<file path="config.mk">
export PLATFORM = sky130hd
export DESIGN_NAME = video_timing_stream
export DESIGN_NICKNAME = d
export VERILOG_FILES = /design/src/rtl/video_timing_pkg.sv /design/src/rtl/video_timing_counter.sv /design/src/rtl/video_timing_stream.sv
export SDC_FILE = /design/constraint.sdc
export NUM_CORES = 1
export LEC_CHECK = 0
export CORE_ASPECT_RATIO = 1.2
export CORE_MARGIN = 2
export CORE_UTILIZATION = 50
export DETAILED_ROUTE_END_ITERATION = 16
export PLACE_DENSITY_LB_ADDON = 0.3
export SYNTH_ARGS = -nofsm -noshare
export SYNTH_HDL_FRONTEND = slang
export SYNTH_SLANG_ARGS = --single-unit
</file>
<file path="constraint.sdc">
create_clock -name pixel_clk -period 4.75 [get_ports pixel_clk]
set_input_delay 0.95 -clock pixel_clk [delete_from_list [all_inputs] [get_ports pixel_clk]]
set_output_delay 0.95 -clock pixel_clk [all_outputs]
set_load 0.01 [all_outputs]
</file>
<file path="src/rtl/video_timing_pkg.sv">
// Shared types and helpers for the video timing blocks.
// The optional test-pattern build is selected with VTS_TEST_PATTERN_EN and
// uses the black/white constants and the grid helper below.
package video_timing_pkg;

    // Stream engine state: IDLE shows no pixels, RUN pulls pixels, DRAIN
    // finishes the current frame after enable has dropped.
    typedef enum logic [1:0] {
        IDLE  = 2'd0,
        RUN   = 2'd1,
        DRAIN = 2'd2
    } fsm_e;

    localparam logic [23:0] RGB_BLACK = 24'h000000;
    localparam logic [23:0] RGB_WHITE = 24'hFFFFFF;

    function automatic int htotal(input int hdisp, input int hfp, input int hpulse, input int hbp);
        return hdisp + hfp + hpulse + hbp;
    endfunction

    function automatic int vtotal(input int vdisp, input int vfp, input int vpulse, input int vbp);
        return vdisp + vfp + vpulse + vbp;
    endfunction

    // Width of a counter/coordinate covering 0..n-1, never less than 1 bit.
    function automatic int cnt_w(input int n);
        return (n > 1) ? $clog2(n) : 1;
    endfunction

    // Grid lines every 16 pixels/lines, starting at the top-left pixel.
    function automatic logic grid_on(input int px, input int py);
        return ((px % 16) == 0) || ((py % 16) == 0);
    endfunction

endpackage

</file>
<file path="src/rtl/video_timing_counter.sv">
// Free-running raster counters with sync, active-area and frame-end decode.
// Line/frame order is front porch, sync, back porch, active. Every output is
// a combinational decode of the counter registers; the consumer registers them.
module video_timing_counter
    import video_timing_pkg::*;
#(
    parameter int HDISP  = 800,
    parameter int VDISP  = 480,
    parameter int HFP    = 40,
    parameter int HPULSE = 48,
    parameter int HBP    = 40,
    parameter int VFP    = 12,
    parameter int VPULSE = 3,
    parameter int VBP    = 40,
    localparam int XW    = cnt_w(HDISP),
    localparam int YW    = cnt_w(VDISP)
) (
    input  logic          i_clk,
    input  logic          i_rst_n,
    output logic          o_hsync,
    output logic          o_vsync,
    output logic          o_active,
    output logic          o_first,
    output logic          o_frame_end,
    output logic [XW-1:0] o_x,
    output logic [YW-1:0] o_y
);

    localparam int HTOT   = htotal(HDISP, HFP, HPULSE, HBP);
    localparam int VTOT   = vtotal(VDISP, VFP, VPULSE, VBP);
    localparam int HCW    = cnt_w(HTOT);
    localparam int VCW    = cnt_w(VTOT);
    localparam int HSTART = HFP + HPULSE + HBP;
    localparam int VSTART = VFP + VPULSE + VBP;

    logic [HCW-1:0] r_h_cnt;
    logic [VCW-1:0] r_v_cnt;
    logic           w_h_last;
    logic           w_v_last;
    logic           w_h_active;
    logic           w_v_active;

    assign w_h_last   = (r_h_cnt == HCW'(HTOT - 1));
    assign w_v_last   = (r_v_cnt == VCW'(VTOT - 1));
    assign w_h_active = (r_h_cnt >= HCW'(HSTART));
    assign w_v_active = (r_v_cnt >= VCW'(VSTART));

    // Raster counters: h wraps every line, v steps on each h wrap.
    always_ff @(posedge i_clk or negedge i_rst_n) begin
        if (!i_rst_n) begin
            r_h_cnt <= '0;
            r_v_cnt <= '0;
        end else if (w_h_last) begin
            r_h_cnt <= '0;
            r_v_cnt <= w_v_last ? '0 : r_v_cnt + VCW'(1);
        end else begin
            r_h_cnt <= r_h_cnt + HCW'(1);
        end
    end

    assign o_hsync     = (r_h_cnt >= HCW'(HFP)) && (r_h_cnt < HCW'(HFP + HPULSE));
    assign o_vsync     = (r_v_cnt >= VCW'(VFP)) && (r_v_cnt < VCW'(VFP + VPULSE));
    assign o_active    = w_h_active && w_v_active;
    assign o_first     = (r_h_cnt == HCW'(HSTART)) && (r_v_cnt == VCW'(VSTART));
    assign o_frame_end = w_h_last && w_v_last;
    assign o_x         = XW'(r_h_cnt - HCW'(HSTART));
    assign o_y         = YW'(r_v_cnt - VCW'(VSTART));

endmodule

</file>
<file path="src/rtl/video_timing_stream.sv">
// Programmable video timing generator with a valid/ready pixel sink.
// Display starts and stops only on frame boundaries; missing pixels in the
// active area are counted as underflows. Build option VTS_TEST_PATTERN_EN adds
// a grid fill for underflowed pixels and a pattern_force input.
module video_timing_stream
    import video_timing_pkg::*;
#(
    parameter int HDISP  = 800,
    parameter int VDISP  = 480,
    parameter int HFP    = 40,
    parameter int HPULSE = 48,
    parameter int HBP    = 40,
    parameter int VFP    = 12,
    parameter int VPULSE = 3,
    parameter int VBP    = 40,
    parameter int DATA_W = 24,
    parameter bit HS_POL = 1'b0,
    parameter bit VS_POL = 1'b0,
    parameter int UCNT_W = 16,
    localparam int XW    = cnt_w(HDISP),
    localparam int YW    = cnt_w(VDISP)
) (
    input  logic              pixel_clk,
    input  logic              pixel_rst_n,
    input  logic              enable,
    input  logic [DATA_W-1:0] pix_data,
    input  logic              pix_valid,
    output logic              pix_ready,
`ifdef VTS_TEST_PATTERN_EN
    input  logic              pattern_force,
`endif
    output logic              HS,
    output logic              VS,
    output logic              BLANK,
    output logic [DATA_W-1:0] RGB,
    output logic [XW-1:0]     x,
    output logic [YW-1:0]     y,
    output logic              sof,
    output logic              running,
    output logic [UCNT_W-1:0] underflow_cnt,
    input  logic              ucnt_clr,
    output fsm_e              dbg_state
);

    if (HFP == 0 || HPULSE == 0 || HBP == 0 || VFP == 0 || VPULSE == 0 || VBP == 0) begin : g_bad_timing
        $error("video_timing_stream: porch and sync widths must all be non-zero");
    end

    fsm_e              r_state;
    fsm_e              w_state_next;
    logic              w_hsync;
    logic              w_vsync;
    logic              w_active;
    logic              w_first;
    logic              w_frame_end;
    logic [XW-1:0]     w_x;
    logic [YW-1:0]     w_y;
    logic              w_force;
    logic              w_slot;
    logic              w_underflow;
    logic [DATA_W-1:0] w_fill;
    logic [DATA_W-1:0] w_force_pix;

    logic              r_hs;
    logic              r_vs;
    logic              r_blank;
    logic [DATA_W-1:0] r_rgb;
    logic [XW-1:0]     r_x;
    logic [YW-1:0]     r_y;
    logic              r_sof;
    logic              r_running;
    logic [UCNT_W-1:0] r_ucnt;

    video_timing_counter #(
        .HDISP  (HDISP),
        .VDISP  (VDISP),
        .HFP    (HFP),
        .HPULSE (HPULSE),
        .HBP    (HBP),
        .VFP    (VFP),
        .VPULSE (VPULSE),
        .VBP    (VBP)
    ) u_counter (
        .i_clk       (pixel_clk),
        .i_rst_n     (pixel_rst_n),
        .o_hsync     (w_hsync),
        .o_vsync     (w_vsync),
        .o_active    (w_active),
        .o_first     (w_first),
        .o_frame_end (w_frame_end),
        .o_x         (w_x),
        .o_y         (w_y)
    );

`ifdef VTS_TEST_PATTERN_EN
    assign w_force     = pattern_force;
    assign w_force_pix = grid_on(int'(w_x), int'(w_y)) ? DATA_W'(RGB_WHITE) : DATA_W'(RGB_BLACK);
    assign w_fill      = w_force_pix;
`else
    assign w_force     = 1'b0;
    assign w_force_pix = DATA_W'(RGB_BLACK);
    assign w_fill      = DATA_W'(RGB_BLACK);
`endif

    // Handshake: a pixel is consumed in exactly the cycles where pix_valid and
    // pix_ready are both 1. pix_ready depends only on state and raster position
    // (never on pix_valid). A ready cycle without pix_valid is an underflow:
    // that pixel slot is lost, and upstream is not asked to realign.
    assign w_slot      = (r_state != IDLE) && w_active && !w_force;
    assign w_underflow = w_slot && !pix_valid;

    // State register.
    always_ff @(posedge pixel_clk or negedge pixel_rst_n) begin
        if (!pixel_rst_n) begin
            r_state <= IDLE;
        end else begin
            r_state <= w_state_next;
        end
    end

    // Next state and sink ready; enable is only honoured at the frame boundary,
    // and a frame that has started always runs to its end.
    always_comb begin
        w_state_next = r_state;
        pix_ready    = w_slot;
        case (r_state)
            IDLE:    if (enable && w_frame_end) w_state_next = RUN;
            RUN:     if (!enable) w_state_next = w_frame_end ? IDLE : DRAIN;
            DRAIN:   if (w_frame_end) w_state_next = IDLE;
            default: w_state_next = IDLE;
        endcase
    end

    // Registered timing, coordinate and status outputs.
    always_ff @(posedge pixel_clk or negedge pixel_rst_n) begin
        if (!pixel_rst_n) begin
            r_hs      <= ~HS_POL;
            r_vs      <= ~VS_POL;
            r_blank   <= 1'b0;
            r_x       <= '0;
            r_y       <= '0;
            r_sof     <= 1'b0;
            r_running <= 1'b0;
        end else begin
            r_hs      <= w_hsync ? HS_POL : ~HS_POL;
            r_vs      <= w_vsync ? VS_POL : ~VS_POL;
            r_blank   <= w_active;
            r_x       <= w_active ? w_x : '0;
            r_y       <= w_active ? w_y : '0;
            r_sof     <= (r_state == RUN) && w_first;
            r_running <= (r_state == RUN);
        end
    end

    // Displayed pixel: upstream data, fill on underflow, black elsewhere.
    always_ff @(posedge pixel_clk or negedge pixel_rst_n) begin
        if (!pixel_rst_n) begin
            r_rgb <= '0;
        end else if (w_slot) begin
            r_rgb <= pix_valid ? pix_data : w_fill;
        end else if (w_force && w_active) begin
            r_rgb <= w_force_pix;
        end else begin
            r_rgb <= '0;
        end
    end

    // Saturating underflow counter; clear wins over a same-cycle increment.
    always_ff @(posedge pixel_clk or negedge pixel_rst_n) begin
        if (!pixel_rst_n) begin
            r_ucnt <= '0;
        end else if (ucnt_clr) begin
            r_ucnt <= '0;
        end else if (w_underflow && (r_ucnt != '1)) begin
            r_ucnt <= r_ucnt + UCNT_W'(1);
        end
    end

    assign HS            = r_hs;
    assign VS            = r_vs;
    assign BLANK         = r_blank;
    assign RGB           = r_rgb;
    assign x             = r_x;
    assign y             = r_y;
    assign sof           = r_sof;
    assign running       = r_running;
    assign underflow_cnt = r_ucnt;
    assign dbg_state     = r_state;

endmodule

</file>
==> impl_metrics.json <==
{
  "setup.worst_path.class": "reg2out",
  "skew_ns": 0.0107,
  "core-area_mm2": 0.00758,
  "final_common_cell": "clkdlybuf4s50_1",
  "antenna_found_initial": 0,
  "worst_pin_slew_ns": 1.05,
  "vias": 2911,
  "fin_util": 0.664,
  "grtUsageTotal": 0.203,
  "dpl.hpwl_um": 5540,
  "maxCapViolations": 0,
  "drc": 0,
  "leakage_uw": 0.00215,
  "cts.repair.resized": 0,
  "finalPower_uw": 1360,
  "synth_seq_area_share": 0.562,
  "hold_viol_final": 0,
  "synth.distinct_cells": 41,
  "drt-total-wl_um": 8110,
  "htreeDepth": 3,
  "fin_crit_ns": 3.29,
  "endpoint_kind": "output pin",
  "start_util": 0.506,
  "dr.pass1.iters": 4,
  "grt_max_degree": 87,
  "fp.dieW_um": 83.9,
  "fmax_mhz": 304,
  "crit_arrival_ns": 2.34,
  "vias_per_cell": 5.38,
  "cts.sinks": 86,
  "powerDensity_mw_per_mm2": 271,
  "ys_warn_count": 0,
  "irDropWorstVdd_uv": 194,
  "async_reset_ff_frac": 1.00,
  "clk_pin_slew_worst_paths_ns": 0.08,
  "fin_crit_sh": 0.693,
  "syn_area_per_cell_um2": 10.7,
  "cts_made_buffers": 9,
  "outcome": "completed",
  "synth_edf_count": 0,
  "wl_per_cell_um": 15.0,
  "gp_congestion": 0.808,
  "syn_area_mm2": 0.00383,
  "insertion_delay_ns": 0.35,
  "drtIter0Drc": 168,
  "clock_tree.root_cell": "clkbuf_8",
  "area_growth_pct": 31.3,
  "rows": 35,
  "mostFrequentLayoutCells": "clkdlybuf4s50_1 (94), dfrtp_1 (84), and2_1 (37), nor2_1 (28), a21oi_1 (19)",
  "holdBufCountCts": 0,
  "drive_gt1_frac": 0.0535,
  "drtAntennaViolNets": 0,
  "cp_max_fo": 6,
  "cts_tree": "built",
  "grt.overflow.total": 0,
  "rsz0062_at_grt": "no",
  "layout.nets": 482,
  "cts_buffer_depth": 2,
  "syn_nets": 397,
  "hold_path_class": "reg2reg",
  "ys_ff_latch": 86,
  "slew_headroom": 0.299,
  "synth_cells": 359,
  "die_area_mm2": 0.00839,
  "port_buffers": 95,
  "cts_setup_buffers": 0,
  "tns_ns": 0,
  "synthFlopType": "dfrtp_1",
  "n_antenna_cell": 0,
  "chipHeight_um": 99.9,
  "required_ns": 3.80,
  "setup_violations": 0,
  "slew_viol_final": 0,
  "grt_pass1_vias": 2813,
  "grt_pass1_wl_um": 13600,
  "rrSetupSlack_ns": 2.10,
  "start_kind": "register",
  "ioPinCount": 96
}
==> final timing paths <==
| check | start | to | depth (start not counted) |
|---|---|---|---|
| worst max-delay path | u_counter.r_h_cnt[8]$_DFF_PN0_ | pix_ready | 7 |
| worst min-delay path | dbg_state[1]$_DFFE_PN0P_ | dbg_state[0]$_DFFE_PN0P_ | 1 |
| worst max register to register | u_counter.r_h_cnt[8]$_DFF_PN0_ | RGB[15]$_DFF_PN0_ | 8 |
| worst min register to register | dbg_state[1]$_DFFE_PN0P_ | dbg_state[0]$_DFFE_PN0P_ | 1 |
| max in group asynchronous | pixel_rst_n | x[1]$_DFF_PN0_ | 1 |
| min in group asynchronous | pixel_rst_n | RGB[4]$_DFF_PN0_ | 1 |
==> power by group <==
group	total [µW]	switching [µW]	leakage, µW	internal [µW]
Sequential	734	1.27	0.00118	732
Clock	586	258	0.000117	328
Combinational	43.8	21.0	0.000849	22.8
Total	1360	280	0.00215	1080
==> worst max-delay path, cell delays in order (launching register included) <==
cell and delay (ns):
dfrtp_1 0.44, inv_1 0.15, ha_1 0.17, nor4b_4 0.20, a31oi_1 0.16, o21bai_1 0.22, nor2_1 0.11, clkdlybuf4s50_1 0.54
==> flip-flops by register name (all words and copies together) (netlist names) <==
signal and cells:
BLANK 1, x 10, HS 1, dbg_state 2
running 1, RGB 24, u_counter.r_v_cnt 10, VS 1
sof 1, y 9, u_counter.r_h_cnt 10, underflow_cnt 16
==> through the flow <==
stage / cell area (µm²) / hold WS, ns / cells / worst slack, ns
global route: 5030 / 0.567 / 541 / 1.30
finish: 5030 / 0.532 / 541 / 1.46
detailed placement: 4800 / 0.528 / 525 / 1.69
CTS: 5030 / 0.540 / 541 / 1.42
global placement: 4800 / 0.508 / 525 / 1.75
floorplan: 3830 / 0.464 / 359 / 2.05
==> cell usage after synthesis, types with 6 or more instances <==
master | count | area [µm²]
clkbuf_1 | 11 | 41.3
nand3_1 | 11 | 55.1
nand4_1 | 13 | 81.3
xor2_1 | 6 | 52.6
nand2_1 | 18 | 67.6
o31ai_1 | 11 | 82.6
ha_1 | 9 | 113
and2_1 | 37 | 231
or4_1 | 12 | 90.1
dfrtp_1 | 84 | 2100
a21oi_1 | 19 | 95.1
nor2_1 | 28 | 105
o21ai_0 | 18 | 90.1
xnor2_1 | 9 | 78.8
inv_1 | 6 | 22.5
==> final cells by class <==
cell class	count	area, µm²
Inverter	6	22.5
Multi-Input combinational cell	245	1550
Fill cell	594	2540
Sequential cell	86	2150
Timing Repair Buffer	96	956
Clock buffer	12	155
Tap cell	92	115
Clock inverter	4	77.6
==> layer usage <==
metal | part of all wire | up-vias | track usage | wire, µm
met3 | 0.035 | 16 | 0.0477 | 287
met4 | 0.022 | 0 | 0.0769 | 178
met1 | 0.43 | 1419 | 0.253 | 3450
met5 | 0 | - | 0 | 0
met2 | 0.52 | 59 | 0.346 | 4190
li1 | - | 1417 | - | -
==> cell families (layout without fill, tap and decap cells) <==
kind of cell               after synthesis  after routing  synth area share
muxes                                    3              3           0.00848
DFF                                     86             86             0.562
adders and majority gates                9              9            0.0294
AOI/OAI and AO/OA                       56             56            0.0855
and+or+nand+nor                        162            162             0.246
buffers and inverters                   28            118            0.0346
xor gates and xnor gates                15             15            0.0343
No activity file was read; power rests on OpenSTA's default activity.
